File: src/rtl/minc_trace_buffer_if.sv
// Read-side handshake of the minc trace buffer: captured entries leave oldest-first
// over a valid/ready pair.
interface minc_trace_buffer_if;
  logic        rd_valid;
  logic        rd_ready;
  logic [23:0] rd_data;

  modport master (output rd_valid, output rd_data, input rd_ready);
  modport slave  (input rd_valid, input rd_data, output rd_ready);
endinterface

File: src/rtl/minc_trace_buffer.sv
// Circular trace capture of the minc core debug outputs: records while armed, stops
// POST samples after a PC-match/forced trigger, then drains the window oldest-first.
module minc_trace_buffer #(
  parameter int DEPTH  = 16,
  parameter int ADDR_W = 4,
  parameter int POST   = 8
) (
  input  logic                CLK,
  input  logic                nRESET,
  input  logic [7:0]          pc_in,
  input  logic [7:0]          top_in,
  input  logic [7:0]          sp_in,
  input  logic                capture_en,
  input  logic                arm,
  input  logic                trig_en,
  input  logic [7:0]          trig_pc,
  input  logic                trig_force,
  minc_trace_buffer_if.master rd,
  output logic [1:0]          state,
  output logic [ADDR_W:0]     count,
  output logic                wrapped
);

  typedef enum logic [1:0] {
    ST_IDLE  = 2'd0,
    ST_ARMED = 2'd1,
    ST_POST  = 2'd2,
    ST_READ  = 2'd3
  } state_t;

  state_t            state_r, state_nxt_s;
  logic [23:0]       mem_r [DEPTH];
  logic [ADDR_W-1:0] wr_ptr_r, wr_ptr_nxt_s;
  logic [ADDR_W-1:0] rd_ptr_r, fetch_ptr_s;
  logic [ADDR_W:0]   count_r, count_nxt_s;
  logic [ADDR_W-1:0] post_cnt_r;
  logic              wrapped_r;
  logic              rd_valid_r;
  logic [23:0]       rd_data_r;

  logic full_s, clear_s, wr_en_s, post_load_s, post_dec_s, enter_read_s;
  logic rd_accept_s, rd_fetch_s, rd_drop_s;

  assign full_s = (count_r == (ADDR_W+1)'(DEPTH));

  // Next-state decode plus the per-cycle write/read strobes.
  always_comb begin
    state_nxt_s  = state_r;
    clear_s      = 1'b0;
    wr_en_s      = 1'b0;
    post_load_s  = 1'b0;
    post_dec_s   = 1'b0;
    enter_read_s = 1'b0;
    rd_accept_s  = 1'b0;
    rd_fetch_s   = 1'b0;
    rd_drop_s    = 1'b0;
    fetch_ptr_s  = rd_ptr_r;
    case (state_r)
      ST_IDLE: begin
        if (arm) begin
          clear_s     = 1'b1;
          state_nxt_s = ST_ARMED;
        end else begin
          state_nxt_s = ST_IDLE;
        end
      end
      ST_ARMED: begin
        if (capture_en) begin
          wr_en_s = 1'b1;
          if ((trig_en && (pc_in == trig_pc)) || trig_force) begin
            post_load_s = 1'b1;
            if (POST == 0) begin
              state_nxt_s  = ST_READ;
              enter_read_s = 1'b1;
            end else begin
              state_nxt_s = ST_POST;
            end
          end else begin
            state_nxt_s = ST_ARMED;
          end
        end else begin
          state_nxt_s = ST_ARMED;
        end
      end
      ST_POST: begin
        if (capture_en) begin
          wr_en_s    = 1'b1;
          post_dec_s = 1'b1;
          if (post_cnt_r == ADDR_W'(1)) begin
            state_nxt_s  = ST_READ;
            enter_read_s = 1'b1;
          end else begin
            state_nxt_s = ST_POST;
          end
        end else begin
          state_nxt_s = ST_POST;
        end
      end
      ST_READ: begin
        if (rd_valid_r) begin
          if (rd.rd_ready) begin
            rd_accept_s = 1'b1;
            if (count_r == (ADDR_W+1)'(1)) begin
              rd_drop_s   = 1'b1;
              state_nxt_s = ST_IDLE;
            end else begin
              rd_fetch_s  = 1'b1;
              fetch_ptr_s = rd_ptr_r + ADDR_W'(1);
            end
          end else begin
            state_nxt_s = ST_READ;
          end
        end else if (count_r == (ADDR_W+1)'(0)) begin
          state_nxt_s = ST_IDLE;
        end else begin
          rd_fetch_s = 1'b1;
        end
      end
      default: begin
        state_nxt_s = ST_IDLE;
      end
    endcase
  end

  // Pointer/occupancy next values; full writes overwrite the oldest entry.
  always_comb begin
    wr_ptr_nxt_s = wr_ptr_r;
    count_nxt_s  = count_r;
    if (clear_s) begin
      wr_ptr_nxt_s = ADDR_W'(0);
      count_nxt_s  = (ADDR_W+1)'(0);
    end else if (wr_en_s) begin
      wr_ptr_nxt_s = wr_ptr_r + ADDR_W'(1);
      count_nxt_s  = full_s ? count_r : count_r + (ADDR_W+1)'(1);
    end else if (rd_accept_s) begin
      count_nxt_s = count_r - (ADDR_W+1)'(1);
    end else begin
      count_nxt_s = count_r;
    end
  end

  // Control and read-port registers.
  always_ff @(posedge CLK or posedge nRESET) begin
    if (nRESET) begin
      state_r    <= ST_IDLE;
      wr_ptr_r   <= ADDR_W'(0);
      rd_ptr_r   <= ADDR_W'(0);
      count_r    <= (ADDR_W+1)'(0);
      post_cnt_r <= ADDR_W'(0);
      wrapped_r  <= 1'b0;
      rd_valid_r <= 1'b0;
      rd_data_r  <= 24'd0;
    end else begin
      state_r  <= state_nxt_s;
      wr_ptr_r <= wr_ptr_nxt_s;
      count_r  <= count_nxt_s;
      if (clear_s) begin
        wrapped_r <= 1'b0;
      end else if (wr_en_s && full_s) begin
        wrapped_r <= 1'b1;
      end
      if (post_load_s) begin
        post_cnt_r <= ADDR_W'(POST);
      end else if (post_dec_s) begin
        post_cnt_r <= post_cnt_r - ADDR_W'(1);
      end
      // Oldest entry sits count places behind the write pointer.
      if (enter_read_s) begin
        rd_ptr_r <= wr_ptr_nxt_s - count_nxt_s[ADDR_W-1:0];
      end else if (rd_accept_s) begin
        rd_ptr_r <= rd_ptr_r + ADDR_W'(1);
      end
      if (rd_fetch_s) begin
        rd_valid_r <= 1'b1;
        rd_data_r  <= mem_r[fetch_ptr_s];
      end else if (rd_drop_s) begin
        rd_valid_r <= 1'b0;
      end
    end
  end

  // Sample storage.
  always_ff @(posedge CLK) begin
    if (wr_en_s) begin
      mem_r[wr_ptr_r] <= {pc_in, top_in, sp_in};
    end
  end

  assign rd.rd_valid = rd_valid_r;
  assign rd.rd_data  = rd_data_r;
  assign state       = state_r;
  assign count       = count_r;
  assign wrapped     = wrapped_r;

endmodule

File: src/flat_wrapper.sv
// flat-port wrapper written by rule: the top's interface ports become plain ports
module minc_trace_buffer_flat 
#(
  parameter int DEPTH  = 16,
  parameter int ADDR_W = 4,
  parameter int POST   = 8
)
  (CLK, nRESET, pc_in, top_in, sp_in, capture_en, arm, trig_en, trig_pc, trig_force, state, count, wrapped, rd_rd_valid, rd_rd_data, rd_rd_ready);
  minc_trace_buffer_if rd_i ();
  input  logic CLK;
  input  logic nRESET;
  input  logic [7:0] pc_in;
  input  logic [7:0] top_in;
  input  logic [7:0] sp_in;
  input  logic capture_en;
  input  logic arm;
  input  logic trig_en;
  input  logic [7:0] trig_pc;
  input  logic trig_force;
  output logic [1:0] state;
  output logic [ADDR_W:0] count;
  output logic wrapped;
  output wire logic [$bits(rd_i.rd_valid)-1:0] rd_rd_valid;
  output wire logic [$bits(rd_i.rd_data)-1:0] rd_rd_data;
  input wire logic [$bits(rd_i.rd_ready)-1:0] rd_rd_ready;
  assign rd_rd_valid = rd_i.rd_valid;
  assign rd_rd_data = rd_i.rd_data;
  assign rd_i.rd_ready = rd_rd_ready;
  minc_trace_buffer #(.DEPTH(DEPTH), .ADDR_W(ADDR_W), .POST(POST)) u_core (.CLK(CLK), .nRESET(nRESET), .pc_in(pc_in), .top_in(top_in), .sp_in(sp_in), .capture_en(capture_en), .arm(arm), .trig_en(trig_en), .trig_pc(trig_pc), .trig_force(trig_force), .rd(rd_i), .state(state), .count(count), .wrapped(wrapped));
endmodule
File: config.mk
export PLATFORM = sky130hd
export DESIGN_NAME = minc_trace_buffer_flat
export DESIGN_NICKNAME = d
export VERILOG_FILES = /design/src/rtl/minc_trace_buffer_if.sv /design/src/rtl/minc_trace_buffer.sv /design/src/flat_wrapper.sv
export SDC_FILE = /design/constraint.sdc
export NUM_CORES = 1
export LEC_CHECK = 0
export CORE_MARGIN = 1.5
export CORE_UTILIZATION = 40
export DETAILED_ROUTE_END_ITERATION = 7
export SETUP_SLACK_MARGIN = 0.5
export SLEW_MARGIN = 20
export SYNTH_ARGS = -nofsm -noshare
export SYNTH_HDL_FRONTEND = slang
export SYNTH_SLANG_ARGS = --single-unit
File: constraint.sdc
create_clock -name CLK -period 3.7 [get_ports CLK]
set_clock_uncertainty 0.2 [all_clocks]
set_input_delay 1.11 -clock CLK [delete_from_list [all_inputs] [get_ports CLK]]
set_output_delay 1.11 -clock CLK [all_outputs]
set_load 0.05 [all_outputs]
# Word level (Yosys, flattened, before mapping)
# Memories as Yosys holds them, arrays and structs flattened. A register that Yosys moved wholly into a read port is not among the register bits.
# Cells that the tools add are included.
dict set report totals {
  ff_bits 21
  latch_bits 0
  ram_bits 384
  mem_bits_ro 0
  in_bits 39
  wordCells 91
  mem_count 1
}
dict set report classes {
  add_sub_neg 6
  n_mul 0
  n_div 0
  n_lt_le_gt_ge 0
  n_eq_ne 10
  shift 0
  n_mux 53
  bitwise_logic 0
  reduce_logical 13
}
# memory depth width rd rd_ports_with_merged_regs wr line
set memory_table {}
lappend memory_table {u_core.mem_r 16 24 1 1 1 minc_trace_buffer.sv:32} ;# logic [23:0] mem_r [DEPTH];
# operator count
set op_table {}
lappend op_table {{two-way mux 4 bit} 10}
lappend op_table {{two-way mux 1 bit} 32}
lappend op_table {{two-way mux 5 bit} 4}
lappend op_table {{two-way mux 2 bit} 6}
lappend op_table {{adder 4 x 1 -> 4 bit, second input constant} 2}
lappend op_table {{== test 8 bit} 1}
lappend op_table {{one-hot mux 2 bit (4 select lines)} 1}
lappend op_table {{nonzero test 2 bit} 4}
lappend op_table {{adder 5 x 1 -> 5 bit, second input constant} 1}
lappend op_table {{== test 5 x 1 -> 1 bit, second input constant} 1}
lappend op_table {{== test 5 bit, second input constant} 1}
lappend op_table {{zero test 5 bit} 1}
lappend op_table {{subtractor 5 x 1 -> 5 bit, second input constant} 1}
lappend op_table {{== test 2 bit, second input constant} 2}
lappend op_table {{== test 4 x 1 -> 1 bit, second input constant} 1}
lappend op_table {{inequality test 4 bit, second input constant} 1}
lappend op_table {{AND reduction 2 bit} 2}
lappend op_table {{subtractor 4 x 1 -> 4 bit, second input constant} 1}
lappend op_table {{subtractor 4 bit} 1}
lappend op_table {{inequality test 3 x 1 -> 1 bit, second input constant} 1}
lappend op_table {{inequality test 3 bit, second input constant} 1}
lappend op_table {{nonzero test 3 bit} 1}
lappend op_table {{== test 2 x 1 -> 1 bit, second input constant} 1}
lappend op_table {{logical AND 1 bit} 2}
lappend op_table {{other kinds (3)} 3}

# Longest topological paths before layout
# Gate-level depths: netlist (run 1).
dict set report logic_depth {
  word_depth 8
  depth_mapped 15
  depth_no_buf 14
}

# Worst setup path after synthesis (run 1)
# No wires, ideal clock.
dict set report synth_timing {
  kind {register to register}
  start {register u_core.state_r[0] (netlist: u_core.state[0])}
  end {register u_core.rd_ptr_r[3]}
  setup_ns 0.151
  arrival_time_ns 2.973
  required_ns 3.349
  setup_slack_ns 0.376
  path_stages_with_launch 14
  path_buffers 1
  period_less_slack_ns 3.324
  path_cell_list {dfrtp_1 > inv_1 > ha_1 > and2_1 > clkbuf_1 > a21oi_1 > nor2_1 > a311o_1 > ha_1 > a21o_1 > a21oi_1 > xor2_1 > xnor2_1 > a21oi_1}
}
dict set report synth_via {
  elab_chain_len 7
  elab_cells_between_ends 17
  classes_between {add/sub (1); eq/ne (3); mux (10); reduce/logical (3)}
}
# element line
set synth_rtl {}
lappend synth_rtl {{start, declared} minc_trace_buffer.sv:31} ;# state_t state_r, state_nxt_s;
lappend synth_rtl {{start signal, assigned} minc_trace_buffer.sv:154} ;# state_r <= state_nxt_s;
lappend synth_rtl {{== test 2 x 1 -> 1 bit or == test 2 bit (tied branches)} minc_trace_buffer.sv:58} ;# case (state_r)
lappend synth_rtl {{OR reduction 2 bit (no source line) or two-way mux 1 bit (tied branches)} -}
lappend synth_rtl {{two-way mux 1 bit or two-way mux 5 bit (tied branches)} -}
lappend synth_rtl {{two-way mux 4 bit or two-way mux 5 bit (tied branches)} minc_trace_buffer.sv:132} ;# end else if (wr_en_s) begin
lappend synth_rtl {{two-way mux 4 bit or two-way mux 5 bit (tied branches)} minc_trace_buffer.sv:129} ;# if (clear_s) begin
lappend synth_rtl {{subtractor 4 bit} minc_trace_buffer.sv:169} ;# rd_ptr_r <= wr_ptr_nxt_s - count_nxt_s[ADDR_W-1:0];
lappend synth_rtl {{two-way mux 4 bit} minc_trace_buffer.sv:168} ;# if (enter_read_s) begin
lappend synth_rtl {{end signal, assigned} minc_trace_buffer.sv:169}
lappend synth_rtl {{end signal, assigned} minc_trace_buffer.sv:171} ;# rd_ptr_r <= rd_ptr_r + ADDR_W'(1);
lappend synth_rtl {{end, declared} minc_trace_buffer.sv:34} ;# logic [ADDR_W-1:0] rd_ptr_r, fetch_ptr_s;
# Parallel ways exist; a longest one is shown, timed or not. The select of a mux whose other input is x is not followed.
# A chain may end at the register's enable or synchronous reset.

# Worst setup path after layout (run 1)
dict set report layout_timing {
  start {register u_core.rd_data_r[23] (netlist: u_core.rd.rd_data[23]) (read register of u_core.mem_r)}
  end {output rd_rd_data[23]}
}
# element line
set layout_rtl {}
lappend layout_rtl {{start, declared} minc_trace_buffer.sv:39} ;# logic [23:0] rd_data_r;
lappend layout_rtl {{end, declared} flat_wrapper.sv:24} ;# output wire logic [$bits(rd_i.rd_data)-1:0] rd_rd_data;
# No word-level cell between the ends.

==> results of run 1 <==
[flip-flops by register name (all words and copies together) (netlist names)]
| name | cells |
|---|---|
| u_core.count | 5 |
| u_core.mem_r | 384 |
| u_core.post_cnt_r | 4 |
| u_core.rd.rd_data | 24 |
| u_core.rd.rd_valid | 1 |
| u_core.rd_ptr_r | 4 |
| u_core.state | 2 |
| u_core.wr_ptr_r | 4 |
| u_core.wrapped | 1 |
[cells in the mapped netlist (all sizes together)]
cell	instances	share of area, %
edfxtp	384	57
mux4	192	21
nand2	169	3.1
buf	54	1.4
mux2i	49	2.4
dfrtp	45	5.6
nor2	39	0.72
clkbuf	25	0.46
a22oi	24	0.89
a31oi	24	0.74
o22a	24	1.0
ha	18	1.1
xnor2	18	0.78
inv	16	0.30
and2	15	0.46
a21oi	11	0.27
nand3	10	0.25
and3	8	0.27
nor3	6	0.20
nand4	5	0.15
o21ai	5	0.12
xor2	5	0.22
a21o	4	0.15
o31ai	3	0.18
o32ai	3	0.26
nor2b	2	0.062
nor3b	2	0.074
nor4	2	0.062
nor4b	2	0.15
a221oi	1	0.043
a311o	1	0.049
fa	1	0.099
nand2b	1	0.031
o211a	1	0.049
or2	1	0.031
or3	1	0.031
or4b	1	0.049
[kinds of logic after synthesis]
group / synth area share [%]
flip-flops: 62.43
AO/OA/AOI/OAI: 3.789
adder cells (fa/ha/maj): 1.210
buffers and inverters: 2.147
AND/OR/NAND/NOR: 5.690
multiplexers: 23.75
XOR/XNOR: 0.9935
[metal layers]
metal / GRT usage [%] / routed length, um
met2: 31.75 / 23900
met5: 0 / 0
met1: 26.38 / 21430
met3: 2.588 / 2589
met4: 5.464 / 1088
[area by class of cell]
class / count / area [sq um] / area share (%)
flip-flops and latches: 429 / 12670 / 53.18
clock inverters: 25 / 277.8 / 1.166
inverters: 16 / 60.06 / 0.2521
repair buffers: 137 / 1493 / 6.267
multi-input cells: 648 / 7242 / 30.40
well taps: 672 / 840.8 / 3.530
clock buffers: 59 / 1240 / 5.206
[power by group through the flow]
stage                     registers [W]  clock network [W]  logic, W
after floorplan                 0.00657                  0   0.00492
after global placement          0.00616                  0   0.00736
after detailed placement        0.00617                  0   0.00739
after CTS                       0.00608            0.00468   0.00737
after global routing            0.00611            0.00485   0.00786
final                           0.00607            0.00460   0.00726
[worst max-delay path by stage]
stage                          startpoint                  to  slack [ps]  depth (start not counted)
floorplan                      capture_en  u_core.rd_ptr_r[3]         520                         11
global placement               capture_en  u_core.rd_ptr_r[3]          40                         11
detailed placement             capture_en  u_core.rd_ptr_r[3]          20                         11
CTS                 u_core.rd.rd_data[21]      rd_rd_data[21]         510                          1
global route        u_core.rd.rd_data[23]      rd_rd_data[23]         500                          1
finish              u_core.rd.rd_data[23]      rd_rd_data[23]         530                          1
[stage by stage]
step           std cells  instance area [sq um]
2_1_floorplan       1172                  20280
3_3_place_gp        1902                  22310
3_5_place_dp        1902                  22310
4_1_cts             1986                  23810
5_1_grt             1986                  23820
6_report            1986                  23820
==> impl_metrics.csv, run 1 <==
group,metric,value,unit
setup_path,crit_arrival,1860,ps
setup_path,worst-r2r-setup-slack,820,ps
grt,grt_max_degree,69,
grt,grt_antenna_before_repair,0,
setup_path,path_max_fanout,2,
setup_path,crit-reg2reg-launch,"u_core.count[1]",
logic_synthesis,ys_ff_latch,429,
pwr,p_leak,8.204,nW
logic_synthesis,synth_cell_types,46,
floorplanning,dieArea,52050,sq um
final_layout,area_growth,17.48,%
pwr,swShare,33.45,%
final_layout,final_common_cell,"edfxtp_1",
clock_tree,cts_buffer_depth,3,
hold_path,hp-class,"flop to flop",
pwr,power.internal,0.01194,W
setup_path,path_delay_family,"buffers and inverters",
final_layout,final_util,47.57,%
clock_tree,cts_made_buffers,45,
clock_tree,cts_hold_buf,0,
run_status,status,"finished clean",
floorplanning,rows,82,
final_layout,layout-drive-gt1-share,27.25,%
pwr,p_switching,0.005998,W
setup_path,end_kind,"output port",
sta,report.final.slew_viol_count,0,
place,pre_cts_ws,15.65,ps
clock_tree,htreeDepth,2,
final_layout,num_antenna_cells,0,
floorplanning,ios,72,
setup_path,start_kind,"flop",
sta,min_period,3173,ps
pwr,clock_power_share,25.6,%
clock_tree,clock-sinks,429,
pwr,seq_power_share,33.9,%
logic_synthesis,synth.yosys.seq_area_share,62.43,%
final_layout,nNetsFinal,1335,
logic_synthesis,netlist_instances,1172,
pwr,peakVddDrop,0.0005228,V
setup_path,r2r_end,"u_core.rd.rd_data[9]",
setup_path,crit_path_max_incr_delay,840,ps
floorplanning,die_w,228.1,um
clock_tree,cts_resized,13,
routing,drc,0,
sta,worst_pin_slew,819.7,ps
logic_synthesis,synth_area,20280,sq um
routing,vias,11210,
sta,timing.final.ws_setup,527.3,ps
grt,grt_pass1_vias,11690,
pwr,p_per_area,752.9,nW/um^2
pwr,pwr-share-comb,40.5,%
final_layout,fillers,4262,
floorplanning,fp.dieH,228.1,um
routing,vias_per_cell,5.644,
place,place_congestion,0.8253,
clock_tree,post_cts_buffers,0,
sta,setup_viol,0,
sta,clock.fmax,0.3152,GHz
logic_synthesis,ys_warn_count,0,
routing,ant_nets,0,
hold_path,whs_path_depth,2,
job,cap_violations,0,
hold_path,whs_endpoint,"u_core.wrapped",
sta,final.setup.tns,0,ps
sta,hold_ws,322.2,ps
sta,rsz0062_at_grt,"false",
routing,wire_per_inst,24.67,um
sta,final_hold_viol_count,0,
setup_path,r2r_cells,8,
setup_path,path_buf_inv,1,
floorplanning,core_area,50070,sq um
place,port_buffers,71,
clock_tree,cts_tree,"done",
logic_synthesis,avgSynthCellArea,17.30,sq um
sta,final.period_utilization,85.75,%
clock_tree,root_buffer,"clkbuf_16",
floorplanning,start_util,40.50,%
logic_synthesis,syn_nets,1230,
setup_path,crit_chain,"clkdlybuf4s50_1",
clock_tree,clk_latency,590,ps
place,post-dp-hpwl,28600,um
routing,drt-total-wl,49000,um
grt,grt_overflow,0,
setup_path,worstSetupPathType,"flop to output port",
grt,grt_first_pass_wirelength,73810,um
routing,drt_iter0_drc,1053,
final_layout,final_cell_mix,"edfxtp_1 (384), mux4_2 (192), nand2_1 (168), clkdlybuf4s50_1 (57), mux2i_1 (49)",
setup_path,required,2390,ps
setup_path,cpMaxStageDelayCell,"clkdlybuf4s50_1",
sta,slew_headroom,45.27,%
grt,grt_usage,19.08,%
clock_tree,clk_pin_slew,60,ps
hold_path,holdCritStartpoint,"u_core.wrapped",
routing,first_pass_iters,5,
pwr,power,0.01793,W
Power figures use the tool's default switching activity.
==> run 2: changes to the inputs <==
--- a/config.mk
+++ b/config.mk
@@ -5,10 +5,11 @@
 export SDC_FILE = /design/constraint.sdc
 export NUM_CORES = 1
 export LEC_CHECK = 0
+export CAP_MARGIN = 20
+export CORE_ASPECT_RATIO = 1.4
 export CORE_MARGIN = 1.5
 export CORE_UTILIZATION = 40
 export DETAILED_ROUTE_END_ITERATION = 7
-export SETUP_SLACK_MARGIN = 0.5
 export SLEW_MARGIN = 20
 export SYNTH_ARGS = -nofsm -noshare
 export SYNTH_HDL_FRONTEND = slang
==> impl_metrics.csv, run 2 (synthesized netlist as in run 1, its figures left out) <==
group,metric,value,unit
final_layout,nNetsFinal,1336,
clock_tree,cts_made_buffers,43,
final_layout,final_common_cell,"edfxtp_1",
final_layout,area_growth,17.86,%
setup_path,crit_chain,"clkdlybuf4s50_1",
sta,worst_pin_slew,671.7,ps
routing,drc,0,
clock_tree,root_buffer,"clkbuf_16",
job,cap_violations,0,
routing,drt_iter0_drc,834,
final_layout,largest_reg_flops,384,
grt,grt_usage,19.70,%
setup_path,end_kind,"output port",
floorplanning,die_w,193.3,um
sta,setup_viol,0,
final_layout,num_antenna_cells,0,
setup_path,worstSetupStartpoint,"u_core.rd.rd_data[19]",
sta,clock.fmax,0.3085,GHz
place,post-dp-hpwl,30230,um
clock_tree,clk_pin_slew,60,ps
routing,vias,11480,
place,place_congestion,0.8219,
hold_path,holdCritStartpoint,"u_core.wrapped",
pwr,p_switching,0.006040,W
setup_path,crit-reg2reg-launch,"u_core.state[0]",
sta,rsz0062_at_grt,"false",
routing,first_pass_iters,5,
clock_tree,cts_hold_buf,0,
clock_tree,clock-sinks,429,
setup_path,cpMaxStageDelayCell,"clkdlybuf4s50_1",
pwr,p_per_area,749.2,nW/um^2
setup_path,r2r_cells,12,
final_layout,final_util,47.79,%
clock_tree,post_cts_buffers,0,
grt,grt_first_pass_wirelength,76240,um
pwr,seq_power_share,34.1,%
sta,hold_ws,337.1,ps
clock_tree,htreeDepth,2,
clock_tree,cts_tree,"done",
floorplanning,core_area,50000,sq um
sta,min_period,3242,ps
routing,wire_per_inst,26.01,um
place,dp_cells,1876,
floorplanning,fp.dieH,269.4,um
clock_tree,clk_latency,560,ps
place,pre_cts_ws,-22.07,ps
floorplanning,dieArea,52070,sq um
setup_path,required,2390,ps
setup_path,path_delay_family,"buffers and inverters",
sta,timing.final.ws_setup,458.4,ps
grt,grt_max_degree,99,
final_layout,fillers,4194,
pwr,swShare,33.74,%
pwr,clock_power_share,25.0,%
setup_path,crit_arrival,1930,ps
final_layout,fin_cells,1956,
hold_path,whs_endpoint,"u_core.wrapped",
grt,grt_overflow,0,
run_status,status,"finished clean",
sta,final_hold_viol_count,0,
pwr,power,0.01790,W
hold_path,hp-class,"flop to flop",
setup_path,worstSetupPathType,"flop to output port",
sta,report.final.slew_viol_count,0,
routing,vias_per_cell,5.869,
place,port_buffers,71,
grt,grt_antenna_before_repair,0,
clock_tree,cts_resized,0,
setup_path,start_kind,"flop",
floorplanning,ios,72,
pwr,power.internal,0.01186,W
setup_path,crit_path_max_incr_delay,900,ps
grt,grt_pass1_vias,11900,
final_layout,final_cell_mix,"edfxtp_1 (384), mux4_2 (192), nand2_1 (168), clkdlybuf4s50_1 (71), mux2i_1 (49)",
sta,slew_headroom,55.22,%
pwr,peakVddDrop,0.0006173,V
routing,drt-total-wl,50870,um
setup_path,path_max_fanout,2,
final_layout,top_register,"u_core.mem_r",
pwr,p_leak,8.193,nW
pwr,pwr-share-comb,40.8,%
hold_path,whs_path_depth,2,
setup_path,path_buf_inv,1,
clock_tree,cts_buffer_depth,3,
final_layout,layout-drive-gt1-share,27.57,%
setup_path,worst-r2r-setup-slack,720,ps
setup_path,r2r_end,"u_core.rd_ptr_r[3]",
sta,final.period_utilization,87.61,%
routing,ant_nets,0,
floorplanning,start_util,40.55,%
floorplanning,rows,97,
[run 2: routing by layer]
metal  vias to the layer above  global-route usage, %  part of all wire, %
met3                        75                  3.265                  5.5
met5                         -                      0                    0
met1                      6061                  25.27                   40
met4                         0                  5.488                  2.2
met2                       369                  34.50                   52
li1                       4974                      -                    -
[run 2: power groups by stage]
stage / Clock, W / Sequential [W] / Combinational (W)
floorplan: 0 / 0.00657 / 0.00491
global placement: 0 / 0.00620 / 0.00736
detailed placement: 0 / 0.00621 / 0.00741
CTS: 0.00457 / 0.00611 / 0.00744
global route: 0.00473 / 0.00616 / 0.00789
finish: 0.00448 / 0.00611 / 0.00731
[run 2: area by class of cell]
| class | instances | area, sq um | share of cell area, % |
|---|---|---|---|
| Inverter | 16 | 60.06 | 0.2513 |
| Clock buffer | 58 | 1192 | 4.990 |
| Clock inverter | 22 | 262.8 | 1.100 |
| Timing Repair Buffer | 140 | 1679 | 7.027 |
| Sequential cell | 429 | 12660 | 53.00 |
| Multi-Input combinational cell | 648 | 7233 | 30.27 |
| Tap cell | 643 | 804.5 | 3.367 |
[run 2: worst max-delay path by stage]
| stage | end | depth (start not counted) | slack, ps |
|---|---|---|---|
| after CTS | rd_rd_data[10] | 1 | 450 |
| after global placement | u_core.rd_ptr_r[3] | 11 | -20 |
| final | rd_rd_data[19] | 1 | 460 |
| after global routing | u_core.rd_ptr_r[3] | 13 | 330 |
| after floorplan | u_core.rd_ptr_r[3] | 13 | 380 |
| after detailed placement | u_core.rd_ptr_r[3] | 11 | -20 |
[run 2: worst register-to-register path, cell delays in order, from the launching register on]
cell     delay, ps
dfrtp_1        400
inv_1           90
ha_1           360
and2_1         200
a21oi_1        130
nor2_1          60
a311o_1        340
ha_1           300
a21o_1         180
a21oi_1        170
xor2_1         200
xnor2_1        140
a21oi_1         80
[run 2: through the flow]
step	cell area, sq um	setup TNS [ps]
after detailed placement	22440	-22.07
after floorplan	20280	0
after global placement	22440	-22.00
after global routing	23900	0
final	23900	0
after CTS	23900	0
